===== src/rtl/approx_mult_sequencer.sv =====
// Sequential shift-add multiplier that borrows an external (possibly approximate)
// adder for each accumulate step. One product every N cycles, valid/ready on both sides.
`timescale 1ns/1ps
module approx_mult_sequencer #(
  parameter int unsigned N      = 4,
  parameter int unsigned MASK_W = 3
) (
  input  logic              clk,
  input  logic              rst_n,
  input  logic              in_valid,
  output logic              in_ready,
  input  logic [N-1:0]      a,
  input  logic [N-1:0]      b,
  input  logic [MASK_W-1:0] mask,
  output logic [N-1:0]      add_a,
  output logic [N-1:0]      add_b,
  output logic [MASK_W-1:0] add_mask,
  input  logic [N-1:0]      add_sum,
  input  logic              add_cout,
  output logic              out_valid,
  input  logic              out_ready,
  output logic [2*N-1:0]    product,
  output logic              busy
);

  localparam int unsigned CntW = $clog2(N) + 1;

  typedef enum logic [1:0] {StIdle, StRun, StDone} state_t;

  state_t            state_q;
  logic [N-1:0]      m_q;
  logic [N-1:0]      acc_q;
  logic [N-1:0]      q_q;
  logic [MASK_W-1:0] mask_q;
  logic [CntW-1:0]   cnt_q;
  logic              accept;

  // Handshake: a finished product must be taken before a new pair can land.
  always_comb begin
    in_ready = (state_q == StIdle) | ((state_q == StDone) & out_ready);
    accept   = in_valid & in_ready;
  end

  // Adder operands come straight from the registers so the mask is stable all of RUN.
  assign add_a    = acc_q;
  assign add_b    = m_q;
  assign add_mask = mask_q;
  assign product  = {acc_q, q_q};
  assign busy     = (state_q != StIdle);

  // Control FSM and datapath registers; out_valid is a registered output.
  always_ff @(posedge clk or negedge rst_n) begin
    if (!rst_n) begin
      state_q   <= StIdle;
      m_q       <= '0;
      acc_q     <= '0;
      q_q       <= '0;
      mask_q    <= '0;
      cnt_q     <= '0;
      out_valid <= 1'b0;
    end else if (accept) begin
      // Also covers DONE -> RUN back-to-back; out_valid drops on the same edge.
      state_q   <= StRun;
      m_q       <= a;
      acc_q     <= '0;
      q_q       <= b;
      mask_q    <= mask;
      cnt_q     <= '0;
      out_valid <= 1'b0;
    end else begin
      unique case (state_q)
        StRun: begin
          if (q_q[0]) begin
            acc_q <= {add_cout, add_sum[N-1:1]};
            q_q   <= {add_sum[0], q_q[N-1:1]};
          end else begin
            // Multiplier bit is zero: pure shift, adder result is ignored.
            acc_q <= {1'b0, acc_q[N-1:1]};
            q_q   <= {acc_q[0], q_q[N-1:1]};
          end
          cnt_q <= cnt_q + 1'b1;
          if (cnt_q == CntW'(N - 1)) begin
            state_q   <= StDone;
            out_valid <= 1'b1;
          end
        end
        StDone: begin
          if (out_ready) begin
            state_q   <= StIdle;
            out_valid <= 1'b0;
          end
        end
        default: ;
      endcase
    end
  end

endmodule


===== config.mk =====
export PLATFORM = sky130hd
export DESIGN_NAME = approx_mult_sequencer
export DESIGN_NICKNAME = d
export VERILOG_FILES = /design/src/rtl/approx_mult_sequencer.sv
export SDC_FILE = /design/constraint.sdc
export NUM_CORES = 1
export LEC_CHECK = 0
export ABC_AREA = 1
export BUFFER_PORTS_ARGS = -buffer_cell sky130_fd_sc_hd__buf_2
export CAP_MARGIN = 20
export CORE_MARGIN = 2
export CORE_UTILIZATION = 52
export CTS_BUF_LIST = sky130_fd_sc_hd__clkbuf_2 sky130_fd_sc_hd__clkbuf_4 sky130_fd_sc_hd__clkbuf_8
export DETAILED_ROUTE_END_ITERATION = 12
export GPL_ROUTABILITY_DRIVEN = 0
export GPL_TIMING_DRIVEN = 0
export PLACE_DENSITY = 0.87
export SLEW_MARGIN = 20
export SYNTH_ARGS = -nofsm -noshare
export SYNTH_HDL_FRONTEND = slang
export SYNTH_SLANG_ARGS = --single-unit

===== constraint.sdc =====
create_clock -name clk -period 2 [get_ports clk]
set_input_delay 0 -clock clk [delete_from_list [all_inputs] [get_ports clk]]
set_output_delay 0 -clock clk [all_outputs]
set_load 0.03 [all_outputs]

==> metrics.txt <==
# clock sinks=20; # Post-CTS Setup Buffers=0; critical-path cell list=nand2_2 -> nand2_1 -> inv_1 -> buf_2; crit path capture type=output pin; Yosys cell types=14; asr flop ratio synth=100.0%; Rel. slew slack=a little under three quarters; FMAX=856.9 MHz; cell area after layout=1368 sq um; nets@finish=205; post-synth top area cell=dfrtp_1; gr usage total=23.69%; worst slack, placed=between 0.8 and 0.9 ns; vias per inst=4.786; crit start category=flip-flop; Vias=approximately 990; CP Max Fanout=6; fillers=145; port bufs=41; final setup violation count=0; detailed placement HPWL=around 1.5 mm; ranking of synthesized cells by area=dfrtp_1 51%, nand2_1 19%, buf_4 5.3%, inv_1 4.9%, nand3_1 4.6%; Final Cycle Share=58.35%; Final Hold Vio Count=0; Final ANT Viol Nets=0; H-tree levels=1; Core Area=1764 sq um; WL per Instance=11.07 um; Worst-Margin Slew=roughly 0.43 ns; largest net degree at the start of global routing=21; die width=47.60 um; die area=approximately 2300 sq um; Avg Cell Area, Syn=approximately 8 sq um; RSZ-0062 raised after global routing=no; first-pass GRT wire length=3.705 mm; n_diodes=0; P_leak=approximately 0.81 nW; initial antenna violation count=0; Syn Nets=between 100 and 150; WP data arrival=1.17 ns; CP delay by family, top=flip-flops; root buf cell=clkbuf_4; DIE HEIGHT=47.60 um; sequential element share of the synthesized area=50.63%; slack of the critical path=0.8330 ns; Worst-path clk slew=0.10 ns; PD cells=492.3 nW/um^2; post-synthesis register bit count=20; crit path buf inv count=2; most frequent cells after synthesis=50 x nand2_1, 20 x dfrtp_1, 13 x inv_1, 9 x nand3_1, 7 x buf_4; Clock Path Buffers=2; Post-synth EDFFs=0; max cap viols=0; VDD IR max=0.5455 mV; Placement Cell Area=~1200 sq um; Pins Over Slew Limit=0; io pins=42; status=completed; P&R area growth vs syn=38.35%; DRT Pass-1 Iters=4; grt ovf=0; Post-synth top flop=dfrtp_1; critical path's slowest cell=dfrtp_1; CTS buffer count=3; Core Rows=15; drt drc=0; Min-Delay Path Class=input port to flip-flop; number of global-route vias before repair=934; layout cells sized above 1=30.94%; CTS tree=yes; crit path time final=between 1 and 1.5 ns; synthesized cell area=988.4 sq um; Final Util=77.52%; quantity of hold-fixing buffers added after cts=12; Synth top area share=50.63%; 1st-iter DRT viols=29; Req. time, crit path=2.00 ns; peak per-stage delay on the critical path=~0.44 ns; Crit Path Category=flip-flop to output pin; total negative slack=0 ns; clock latency on the worst-skew pair=roughly 0.30 ns; drt total wl=2.280 mm; Worst Skew=~0.0013 ns; Gate Count Post-Synth=~130; most common cell in the netlist=nand2_1; Initial Util=56.03%; Syn. warnings=0; CTS resizes=0
## power breakdown
group / internal, mW / switching [mW]
Combinational: 0.0400 / 0.0389
Sequential: 0.407 / 0.00301
Clock: 0.0702 / 0.114
Total: 0.517 / 0.156
## metrics by stage
stage	power [mW]	std cells	hold WS [ns]
final	0.6733	206	0.005720
after global routing	0.7024	206	0.01589
after CTS	0.6805	206	0.0006856
after detailed placement	0.4784	191	-0.02924
after global placement	0.4770	191	-0.03855
after floorplan	0.4441	125	-0.2956
## routing by layer
metal / global-route usage (%) / routed length (um) / vias up
met2: 41.35 / 1102 / 45
met5: 0 / 0 / -
met4: 11.89 / 36 / 0
li1: - / - / 499
met1: 28.43 / 969 / 437
met3: 3.396 / 173 / 5
## state kept, by name (all words and copies together) (netlist names)
register	count
add_a	4
add_b	4
add_mask	3
cnt_q	3
q_q	4
state_q	2
## final timing paths
path | start | end | slack (ns) | cells past startpoint
worst max-delay path | state_q[1] | in_ready | 0.83 | 4
worst min-delay path | b[1] | q_q[1] | 0.006 | 5
worst max register to register | cnt_q[0] | cnt_q[2] | 0.84 | 5
worst min register to register | add_b[0] | add_b[0] | 0.50 | 2
max in group asynchronous | rst_n | add_a[0] | 1.55 | 2
min in group asynchronous | rst_n | add_a[3] | 0.16 | 2
## final cells by class
cell class                      instances  area, sq um  area share, %
Buffer                                  7        52.55          3.843
Clock buffer                            3        22.52          1.647
Inverter                               15        56.30          4.117
Multi-Input combinational cell         83        379.1          27.72
Sequential cell                        20        500.5          36.60
Tap cell                               25        31.28          2.287
Timing Repair Buffer                   53        325.3          23.79
## cell usage in the layout (no fill, tap or decap), drive strengths merged, types with 3 or more instances in the layout
cell	count
nand4	4
clkbuf	3
o21ai	10
dfrtp	20
buf	48
dlygate4sd3	12
nand3	10
nand2	52
inv	15
nor2	4
## tightest hold or removal path, stage by stage
cell     delay, ns
buf_2         0.08
inv_1         0.03
nand4_1       0.07
nand2_1       0.05
nand2_1       0.04
## cell families (layout without fill, tap and decap cells)
group / Yosys count / count (layout) / share of synthesized area (%)
AND/OR/NAND/NOR: 70 / 70 / 29.87
flip-flops: 20 / 20 / 50.63
buffers and inverters: 22 / 78 / 11.01
adder cells (fa/ha/maj): 2 / 2 / 2.531
AO/OA/AOI/OAI: 10 / 10 / 5.063
XOR/XNOR: 1 / 1 / 0.8862
(Power assumes the default switching activity.)
